===== config.mk =====
export PLATFORM = sky130hd
export DESIGN_NAME = row_hamming_enc_pipe_flat
export DESIGN_NICKNAME = d
export VERILOG_FILES = /design/src/rtl/row_hamming_enc_pipe_if.sv /design/src/rtl/row_hamming_enc_pipe.sv /design/src/flat_wrapper.sv
export SDC_FILE = /design/constraint.sdc
export NUM_CORES = 1
export LEC_CHECK = 0
export ABC_AREA = 1
export CORE_MARGIN = 3
export CORE_UTILIZATION = 35
export CTS_BUF_LIST = sky130_fd_sc_hd__clkbuf_16
export DETAILED_ROUTE_END_ITERATION = 10
export PLACE_DENSITY_LB_ADDON = 0.15
export SYNTH_ARGS = -nofsm -noshare
export SYNTH_HDL_FRONTEND = slang
export SYNTH_SLANG_ARGS = --single-unit

===== constraint.sdc =====
create_clock -name clk -period 3.15 [get_ports clk]
set_clock_uncertainty 0.2 [all_clocks]
set_input_delay 0.63 -clock clk [delete_from_list [all_inputs] [get_ports clk]]
set_output_delay 0.63 -clock clk [all_outputs]
set_load 0.005 [all_outputs]

===== src/rtl/row_hamming_enc_pipe_if.sv =====
// Purpose: valid/ready handshake bundle for the row Hamming encoder.
//   in_valid/in_ready/in_row    : binary row stream into the encoder
//   out_valid/out_ready/out_word: encoded 12-bit row word to the decoder
// master: hit generator + downstream consumer side; slave: the encoder.
interface row_hamming_enc_pipe_if;
  logic        in_valid;
  logic        in_ready;
  logic [7:0]  in_row;
  logic        out_valid;
  logic        out_ready;
  logic [11:0] out_word;

  modport master (
    output in_valid, in_row, out_ready,
    input  in_ready, out_valid, out_word
  );

  modport slave (
    input  in_valid, in_row, out_ready,
    output in_ready, out_valid, out_word
  );
endinterface


===== src/rtl/row_hamming_enc_pipe.sv =====
// Purpose: two-stage pipelined encoder turning an 8-bit binary pixel row into
// a 12-bit Hamming-protected Gray word for the FE-I4 emulator row decoder.
// Ports:
//   clk, rst_n   : clock, asynchronous active-low reset
//   bus (slave)  : in_valid/in_ready/in_row, out_valid/out_ready/out_word
//   word_cnt     : saturating count of words delivered on the output
//   err_pos      : bit index to flip, 0..11        (ROW_ERR_INJ_EN only)
//   err_period   : inject on every Nth word, 0=off (ROW_ERR_INJ_EN only)
//   err_flag     : current out_word carries an injected error (ROW_ERR_INJ_EN only)
// Optional feature macro: ROW_ERR_INJ_EN (single-bit error injection).
module row_hamming_enc_pipe #(
  parameter int unsigned CNT_W = 16
) (
  input  logic                 clk,
  input  logic                 rst_n,
  row_hamming_enc_pipe_if.slave bus,
  output logic [CNT_W-1:0]     word_cnt
`ifdef ROW_ERR_INJ_EN
  ,
  input  logic [3:0]           err_pos,
  input  logic [7:0]           err_period,
  output logic                 err_flag
`endif
);

  localparam int unsigned ROW_W  = 8;
  localparam int unsigned WORD_W = 12;

  logic              r_s1_v;
  logic [WORD_W-1:0] r_s1_word;
  logic              r_s2_v;
  logic [WORD_W-1:0] r_out_word;
  logic [CNT_W-1:0]  r_word_cnt;

  logic              w_s1_adv;
  logic              w_s2_adv;
  logic [ROW_W-1:0]  w_gray;
  logic [WORD_W-1:0] w_enc;
  logic [WORD_W-1:0] w_mask;

  // Handshake: a stage may load when it is empty or its content moves on.
  assign w_s2_adv     = !r_s2_v || bus.out_ready;
  assign w_s1_adv     = !r_s1_v || w_s2_adv;
  assign bus.in_ready = w_s1_adv;
  assign bus.out_valid = r_s2_v;
  assign bus.out_word  = r_out_word;
  assign word_cnt      = r_word_cnt;

  // Gray conversion, bit placement and parity generation.
  always_comb begin
    w_gray    = bus.in_row ^ (bus.in_row >> 1);
    w_enc     = '0;
    w_enc[2]  = w_gray[0];
    w_enc[4]  = w_gray[1];
    w_enc[5]  = w_gray[2];
    w_enc[11] = w_gray[3];
    w_enc[8]  = w_gray[4];
    w_enc[9]  = w_gray[5];
    w_enc[10] = w_gray[6];
    w_enc[6]  = w_gray[7];
    w_enc[0]  = w_enc[2] ^ w_enc[4] ^ w_enc[6] ^ w_enc[8] ^ w_enc[10];
    w_enc[1]  = w_enc[2] ^ w_enc[5] ^ w_enc[6] ^ w_enc[9] ^ w_enc[10];
    w_enc[3]  = w_enc[4] ^ w_enc[5] ^ w_enc[6] ^ w_enc[11];
    w_enc[7]  = w_enc[8] ^ w_enc[9] ^ w_enc[10] ^ w_enc[11];
  end

`ifdef ROW_ERR_INJ_EN
  logic [7:0] r_inj_cnt;
  logic       r_err_flag;
  logic [8:0] w_inj_next;
  logic       w_inj;

  // The counter tracks words passed to the output since the last injection;
  // >= keeps a period lowered below the current count from being skipped.
  assign w_inj_next = {1'b0, r_inj_cnt} + 9'd1;
  assign w_inj      = (err_period != 8'd0) && (w_inj_next >= {1'b0, err_period});
  // Positions 12..15 shift out of the word: flag pulses, no bit flips.
  assign w_mask     = w_inj ? (WORD_W'(1) << err_pos) : '0;
  assign err_flag   = r_err_flag;

  always_ff @(posedge clk or negedge rst_n) begin
    if (!rst_n) begin
      r_inj_cnt  <= '0;
      r_err_flag <= 1'b0;
    end else if (w_s2_adv && r_s1_v) begin
      r_err_flag <= w_inj;
      r_inj_cnt  <= w_inj ? 8'd0 : w_inj_next[7:0];
    end
  end
`else
  assign w_mask = '0;
`endif

  // Pipeline stages and delivered-word counter.
  always_ff @(posedge clk or negedge rst_n) begin
    if (!rst_n) begin
      r_s1_v     <= 1'b0;
      r_s1_word  <= '0;
      r_s2_v     <= 1'b0;
      r_out_word <= '0;
      r_word_cnt <= '0;
    end else begin
      if (w_s1_adv) begin
        r_s1_v <= bus.in_valid;
        if (bus.in_valid) r_s1_word <= w_enc;
      end
      if (w_s2_adv) begin
        r_s2_v <= r_s1_v;
        if (r_s1_v) r_out_word <= r_s1_word ^ w_mask;
      end
      if (r_s2_v && bus.out_ready && (r_word_cnt != '1))
        r_word_cnt <= r_word_cnt + CNT_W'(1);
    end
  end

endmodule


===== src/flat_wrapper.sv =====
// flat-port wrapper written by rule: the top's interface ports become plain ports
module row_hamming_enc_pipe_flat 
#(
  parameter int unsigned CNT_W = 16
)
  (clk, rst_n, word_cnt, bus_in_valid, bus_in_row, bus_out_ready, bus_in_ready, bus_out_valid, bus_out_word);
  row_hamming_enc_pipe_if bus_i ();
  input  logic clk;
  input  logic rst_n;
  output logic [CNT_W-1:0] word_cnt;
  input wire logic [$bits(bus_i.in_valid)-1:0] bus_in_valid;
  input wire logic [$bits(bus_i.in_row)-1:0] bus_in_row;
  input wire logic [$bits(bus_i.out_ready)-1:0] bus_out_ready;
  output wire logic [$bits(bus_i.in_ready)-1:0] bus_in_ready;
  output wire logic [$bits(bus_i.out_valid)-1:0] bus_out_valid;
  output wire logic [$bits(bus_i.out_word)-1:0] bus_out_word;
  assign bus_i.in_valid = bus_in_valid;
  assign bus_i.in_row = bus_in_row;
  assign bus_i.out_ready = bus_out_ready;
  assign bus_in_ready = bus_i.in_ready;
  assign bus_out_valid = bus_i.out_valid;
  assign bus_out_word = bus_i.out_word;
  row_hamming_enc_pipe #(.CNT_W(CNT_W)) u_core (.clk(clk), .rst_n(rst_n), .bus(bus_i), .word_cnt(word_cnt));
endmodule

* Yosys cells after proc, flatten, opt, wreduce, memory -nomap -nowiden
Index checks and enable logic that the tools add are counted.
W data, S select, Z words.
** Cells by class
- Add/subtract/negate cells :: 1
- Equality and inequality tests :: 1
- Bitwise logic cells :: 15
- Reductions and logical operators :: 8
** Operator list (number)
- $add A16 B1 Y16 const B :: 1
- $ne A16 B16 Y1 const B :: 1
- $xor A1 B1 Y1 :: 14
- $xor A8 B7 Y8 :: 1
- $reduce_and A2 Y1 :: 2
- $logic_and A1 B1 Y1 :: 2
- $logic_not A1 Y1 :: 2
- $logic_or A1 B1 Y1 :: 2
** Storage, ports and cells
- Flip-flop bits (word level) :: 42
- Bits of input ports :: 12
- Output and inout port bits :: 30
- Word-level logic and storage cells :: 30

* Longest topological paths before layout
Gate-level depths: netlist of the first run.
- Depth in word-level cells :: 5
- Depth in mapped cells :: 10
- Depth with buffers taken out :: 9

* Worst setup path before layout of the first run
No wires, ideal clock.
- Kind :: input-to-reg
- Start point :: input bus_out_ready
- End point :: register u_core.r_out_word[10], in the netlist u_core.bus.out_word[10]
- Library setup time :: 0.125 ns
- Data arrival time :: 1.422 ns
- Data required time :: 2.825 ns
- Path slack :: 1.403 ns
- Stages :: 5
- Buffers on the path :: 1
- Cell sequence :: inv_1 > nand2_1 > nand2_1 > buf_2 > mux2_2
** On the way
- Longest elaborated chain between the ends :: 2
** Ends and longest elaborated chain
- from (decl) :: RTL line flat_wrapper.sv:13 : input wire logic [$bits(bus_i.out_ready)-1:0] bus_out_ready;
- $logic_or A1 B1 Y1 :: RTL line row_hamming_enc_pipe.sv:42 : assign w_s2_adv = !r_s2_v || bus.out_ready;
- $reduce_and A2 Y1 (no line)
- to (signal assigned) :: RTL line row_hamming_enc_pipe.sv:109 : if (r_s1_v) r_out_word <= r_s1_word ^ w_mask;
- to (decl) :: RTL line row_hamming_enc_pipe.sv:32 : logic [WORD_W-1:0] r_out_word;
Every way passes these cells.
A chain may end at the register's enable or synchronous reset.

* Final worst setup path of the first run
- Start point :: input bus_out_ready
- End point :: output bus_in_ready
** On the way
- Longest elaborated chain between the ends :: 2
** Ends and longest elaborated chain
- $logic_or A1 B1 Y1 :: RTL line row_hamming_enc_pipe.sv:42
- $logic_or A1 B1 Y1 :: RTL line row_hamming_enc_pipe.sv:43 : assign w_s1_adv = !r_s1_v || w_s2_adv;
- to (decl) :: RTL line flat_wrapper.sv:14 : output wire logic [$bits(bus_i.in_ready)-1:0] bus_in_ready;
Every way passes these cells.

==> results.md, run 1 <==
* Sequential-to-total area share from yosys stat at 48.92%
* Fin crit share at 82.90%
* Post-synthesis instance total at 265
* Full die area at 7114 um^2
* GP Congestion at 0.8065
* Hold Vio Cnt, Final at 0
* Max-slew violations at 0
* CTS hold repair buffers at 0
* Most numerous cell in the Yosys netlist: nand2_1
* Internal Pwr Total at 0.001340 W
* Rows at 27
* Slew HR at 37.24%
* Count of cell types in the netlist at 23
* Leading area contributor after synthesis: dfrtp_1
* Setup Fix Bufs, Post-CTS at 0
* Clock Pin Slew Worst Setup and Hold Paths at 60 ps
* Post-synth ARST share at 100.0%
* Pleak at 1.310 nW
* Ys Warns at 0
* Peak supply drop at 0.0003062 V
* Die height at 84.35 um
* CP required at 2320 ps
* RSZ-0062 raised after global routing: false
* PD cells at 674.0 nW/um^2
* Vias in the first global route at 1740
* Core box area at 5709 um^2
* Max incr delay on CP at 520 ps
* Critical path arrival at 1780 ps
* Cell area after synthesis at 2148 um^2
* Status: finished, final reports clean
* Placed cell areas at 2601 um^2
* CTS buffer count at 5
* Psw at 0.0005253 W
* CP delay by family, top: buffers and inverters
* Slowest cell on crit path: clkdlybuf4s50_1
* DRT Wirelength at 4.347 mm
* Final instance area at 2768 um^2
* Routed Antenna Nets at 0
* Sw Ratio at 28.16%
* Post-synthesis register bit count at 42
* WP buf/inv at 3
* I/O Buffers at 41
* Clk sinks at 42
* Root Buffer: clkbuf_16
* Area delta synth->final at 28.83%
* Ant. Diodes at 0
* Fillers at 584
* Sequential share of power at 41.6%
* Most common cell on crit path: clkdlybuf4s50_1
* Achievable Freq at 382.9 MHz
* Clk Latency, worst-skew pair at 280 ps
* DRT Pass-1 Iters at 4
* Setup Total Neg Slack at 0 ps
* DRC viols at 0
* Post-Place Setup Slack at 529.8 ps
* Drt wl/cell at 11.47 um
* Die width at 84.35 um
* Area share of the largest cell type after synthesis at 48.92%
* Final Core Density at 48.48%
* Setup crit end kind: output pin
* H-tree depth at 2
* Highest fanout seen on the critical path at 3
* CTS tree: yes
* Critical-path cell list: clkdlybuf4s50_1 -> inv_1 -> nand3_1 -> clkdlybuf4s50_1
* Number of flops mapped to enable cells by yosys at 0
* First-pass GRT wire length at 7.803 mm
* Logic gate share of total power at 27.3%
* Net count reported at finish at 319
* Gr ovfl total at 0
* Ports at 42
* Resized Gates After CTS at 0
* Drt first-iter violations at 58
* Synth cell count leaders: nand2_1 (114), dfrtp_1 (42), inv_1 (18), nor2_1 (17), o21ai_0 (17)
* Initial Util at 37.63%
* Via density at 4.538
* Max cap viols at 0
* Ys flop type: dfrtp_1
* Vias at 1720
* Least-Margin Pin Slew at 941.3 ps
* Worst hold path class: reg -> reg
* Worst setup slack after layout at 538.6 ps
* Crit path kind: in -> out
* Initial antenna violation count at 0
* Endpoints failing setup at 0
* Synth Net Count at 278
* Clock power frac at 31.1%
* Layout cells sized above 1 at 8.469%
* Synth top area cells: dfrtp_1 (49%), nand2_1 (20%), mux2_2 (5.8%)
* Avg Cell Area, Syn at 8.107 um^2
* Min Tclk post-route at 2611 ps
* Max Root-Sink Buffers at 2
* Total GRT Usage at 13.55%
* DPL Wire Length at 3.153 mm
* Critical Path Source Type: input port
* Largest net degree at the start of global routing at 43
path summary, 6_finish.rpt:
check	from	to	slack, ps	cells after the start
min in group asynchronous	rst_n	u_core.word_cnt[1]	290	1
setup reg to reg	u_core.word_cnt[0]	u_core.word_cnt[10]	1180	9
setup / recovery	bus_out_ready	bus_in_ready	540	4
hold reg to reg	u_core.r_s1_word[0]	u_core.r_s1_word[0]	280	2
hold / removal	u_core.r_s1_word[0]	u_core.r_s1_word[0]	280	2
max in group asynchronous	rst_n	u_core.word_cnt[10]	1880	1
layer usage:
layer	GRT usage [%]	wire, um	up-vias
met3	4.514	203	6
li1	-	-	906
met1	15.47	1927	771
met2	24.10	2151	37
met4	3.885	65	0
met5	0	0	-
area by class of cell:
| class | count | area (um^2) | area share [%] |
|---|---|---|---|
| sequential | 42 | 1051 | 37.97 |
| multi-input combinational | 196 | 978.4 | 35.35 |
| timing repair buffer | 41 | 405.4 | 14.65 |
| clock buffer | 5 | 125.1 | 4.521 |
| tap | 72 | 90.09 | 3.255 |
| inverter | 20 | 76.32 | 2.758 |
| clock inverter | 3 | 41.29 | 1.492 |
stage by stage:
stage / instances / total power, W / hold slack, ps
after CTS: 379 / 0.001899 / 287.4
after detailed placement: 371 / 0.001307 / 271.0
after global routing: 379 / 0.001988 / 309.9
final: 379 / 0.001865 / 280.1
after global placement: 371 / 0.001294 / 266.4
after floorplan: 265 / 0.001019 / 134.4
sequential cells by signal (all words and copies together), names as in the netlist:
name / cells
u_core.word_cnt: 16
u_core.bus.out_valid: 1
u_core.r_s1_v: 1
u_core.bus.out_word: 12
u_core.r_s1_word: 12
power groups by stage:
stage | clock (W) | combinational, W | sequential (W)
final | 0.000580 | 0.000509 | 0.000776
after global routing | 0.000620 | 0.000571 | 0.000797
after CTS | 0.000599 | 0.000522 | 0.000778
after detailed placement | 0 | 0.000519 | 0.000788
after global placement | 0 | 0.000508 | 0.000786
after floorplan | 0 | 0.000245 | 0.000774
worst min-delay path: stages, from the launching register on:
cell and delay (ps):
dfrtp_1 340, nand2_1 50, nand2_1 50
cells by family (layout without fill, tap and decap cells):
logic type | Yosys count | in the layout | share of synthesized area (%)
buffers and inverters | 27 | 69 | 5.532
flip-flops | 42 | 42 | 48.92
AND/OR/NAND/NOR | 148 | 148 | 27.72
multiplexers | 11 | 11 | 5.766
AO/OA/AOI/OAI | 19 | 19 | 4.543
XOR/XNOR | 17 | 17 | 6.931
adder cells (fa/ha/maj) | 1 | 1 | 0.5823
placed cells by master, fill, tap and decap left out, drive strengths merged, types with 7 or more instances in the layout:
| cell type | n |
|---|---|
| xnor2 | 10 |
| inv | 20 |
| clkdlybuf4s50 | 40 |
| mux2 | 11 |
| xor2 | 7 |
| nand3 | 10 |
| o21ai | 18 |
| nor2 | 18 |
| nand2 | 117 |
| dfrtp | 42 |
No activity file was read; power rests on OpenSTA's default activity.
==> run 2: changes to the inputs <==
==> constraint.sdc (replaced) <==
create_clock -name clk -period 2.61 [get_ports clk]
set_clock_uncertainty 0.2 [all_clocks]
set_input_delay 0.522 -clock clk [delete_from_list [all_inputs] [get_ports clk]]
set_output_delay 0.522 -clock clk [all_outputs]
set_load 0.005 [all_outputs]
==> results.md, run 2 (same netlist as run 1, synthesis figures left out) <==
* DRT Pass-1 Iters at 4 (unchanged)
* Crit path kind: in -> out
* I/O Buffers at 41 (unchanged)
* Die height at 84.35 um (unchanged)
* PD cells at 785.0 nW/um^2 (+16%)
* Slew HR at 64.67% (+27 points)
* Critical Path Source Type: input port
* Initial Util at 37.63% (unchanged)
* Routed Antenna Nets at 0 (unchanged)
* DRT Wirelength at 4.545 mm (+4.6%)
* Fin cells at 384 (+1.3%)
* Min Tclk post-route at 2403 ps
* Net count reported at finish at 324 (+1.6%)
* Worst hold path class: reg -> reg
* Max cap viols at 0 (unchanged)
* Drt first-iter violations at 44 (-24%)
* Highest fanout seen on the critical path at 3 (unchanged)
* Vias at 1767 (+2.7%)
* Rows at 27 (unchanged)
* Hold Vio Cnt, Final at 0 (unchanged)
* Setup crit end kind: output pin
* GP Congestion at 0.7695 (-4.6%)
* Peak supply drop at 0.0003549 V (+16%)
* Resized Gates After CTS at 0 (unchanged)
* RSZ-0062 raised after global routing: false
* Achievable Freq at 416.2 MHz
* Critical path arrival at 1680 ps (-100 ps)
* Largest net degree at the start of global routing at 21 (-51%)
* Least-Margin Pin Slew at 528.7 ps (-412.7 ps)
* Via density at 4.602 (+1.4%)
* Commonest non-fill, non-tap cells in the layout: nand2_1 (114), dfrtp_1 (42), clkdlybuf4s50_1 (40), inv_1 (18)
* First-pass GRT wire length at 8.107 mm (+3.9%)
* WP buf/inv at 3 (unchanged)
* Fillers at 574 (-1.7%)
* Max reg flops at 16 (unchanged)
* Area occupied by registers at 1051 um^2 (unchanged)
* Area delta synth->final at 29.76%
* Ant. Diodes at 0 (unchanged)
* CP delay by family, top: buffers and inverters
* Total GRT Usage at 14.20% (+0.65 points)
* Die width at 84.35 um (unchanged)
* Final Core Density at 48.83% (+0.35 points)
* Critical-path cell list: clkdlybuf4s50_1 -> inv_1 -> nand3_1 -> clkdlybuf4s50_1
* Most common cell on crit path: clkdlybuf4s50_1
* DPL Wire Length at 3.407 mm (+8.0%)
* Most common cell after layout, fill and taps aside: nand2_1
* Root Buffer: clkbuf_16
* DRC viols at 0 (unchanged)
* Vias in the first global route at 1740 (unchanged)
* Ports at 42 (unchanged)
* Gr ovfl total at 0 (unchanged)
* Core box area at 5709 um^2 (unchanged)
* Status: finished, final reports clean
* Drt wl/cell at 11.84 um (+3.2%)
* Max Root-Sink Buffers at 2 (unchanged)
* CP required at 1890 ps (-430 ps)
* CTS buffer count at 5 (unchanged)
* Endpoints failing setup at 0 (unchanged)
* Layout cells sized above 1 at 9.936% (+1.5 points)
* Max incr delay on CP at 530 ps (about the same)
* Max-slew violations at 0 (unchanged)
* Clock Pin Slew Worst Setup and Hold Paths at 60 ps (about the same)
* H-tree depth at 2 (unchanged)
* Pleak at 1.322 nW (+0.89%)
* Initial antenna violation count at 0 (unchanged)
* Slowest cell on crit path: clkdlybuf4s50_1
* Fin crit share at 92.06%
* CTS tree: yes
* Setup Total Neg Slack at 0 ps (unchanged)
* Clk Latency, worst-skew pair at 290 ps (about the same)
* Footprint of the multi-input gates at 978.4 um^2 (unchanged)
* Clk sinks at 42 (unchanged)
* Full die area at 7114 um^2 (unchanged)
* Cells after DPL at 375 (+1.1%)
==> run 2: changes by cell type in the layout (fill, tap and decap cells not counted), sizes merged <==
cell	delta
buf	+4
clkinv	+2
bufinv	-1
dlygate4sd3	+1
inv	-1
==> run 2: layout make-up <==
type / count / share of cell area [%]
sequential: 42 / 37.70
multi-input combinational: 196 / 35.10
timing repair buffer: 46 / 15.98
clock buffer: 5 / 4.488
tap: 72 / 3.232
inverter: 20 / 2.738
clock inverter: 3 / 0.7630
==> run 2: repair_timing <==
| item | 4_1_cts | 5_1_grt |
|---|---|---|
| hold endpoints to repair | 18 | 0 |
| buffers inserted | 0 | 0 |
| hold buffers | 1 | 0 |
==> run 2: worst paths after layout <==
| path | slack [ps] | endpoint | start | depth (start not counted) |
|---|---|---|---|---|
| worst max-delay path | 210 | bus_in_ready | bus_out_ready | 4 |
| worst min-delay path | 280 | u_core.r_s1_word[4] | u_core.r_s1_word[4] | 2 |
| worst max register to register | 630 | u_core.word_cnt[10] | u_core.word_cnt[0] | 9 |
| worst min register to register | 280 | u_core.r_s1_word[4] | u_core.r_s1_word[4] | 2 |
| max in group asynchronous | 1160 | u_core.r_s1_v | rst_n | 3 |
| min in group asynchronous | 510 | u_core.word_cnt[8] | rst_n | 2 |
==> run 2: tightest hold or removal path, stage by stage, from the launching register on <==
cell	delay, ps
dfrtp_1	340
nand2_1	50
o21ai_0	60
==> run 2: stage by stage <==
| step | area (um^2) | total power (W) | setup WS [ps] | hold WS [ps] |
|---|---|---|---|---|
| after floorplan | 2148 | 0.001230 | 932.5 | 26.41 |
| after global placement | 2631 | 0.001571 | 228.6 | 265.6 |
| after detailed placement | 2631 | 0.001590 | 202.5 | 273.6 |
| after CTS | 2788 | 0.002224 | 195.9 | 289.2 |
| after global routing | 2788 | 0.002336 | 148.2 | 311.9 |
| final | 2788 | 0.002188 | 207.3 | 283.2 |
==> run 2: layer usage <==
layer / wire, um / vias up / global-route usage, %
li1: - / 910 / -
met1: 2054 / 816 / 18.23
met2: 2206 / 36 / 23.17
met3: 220 / 5 / 3.925
met4: 63 / 0 / 4.748
met5: 0 / - / 0
==> run 2: report_power, final <==
part	total (W)	internal, W	switching [W]
Clock	0.000623	0.000354	0.000268
Combinational	0.000626	0.000369	0.000257
Sequential	0.000940	0.000808	0.000131
Total	0.00219	0.00153	0.000657
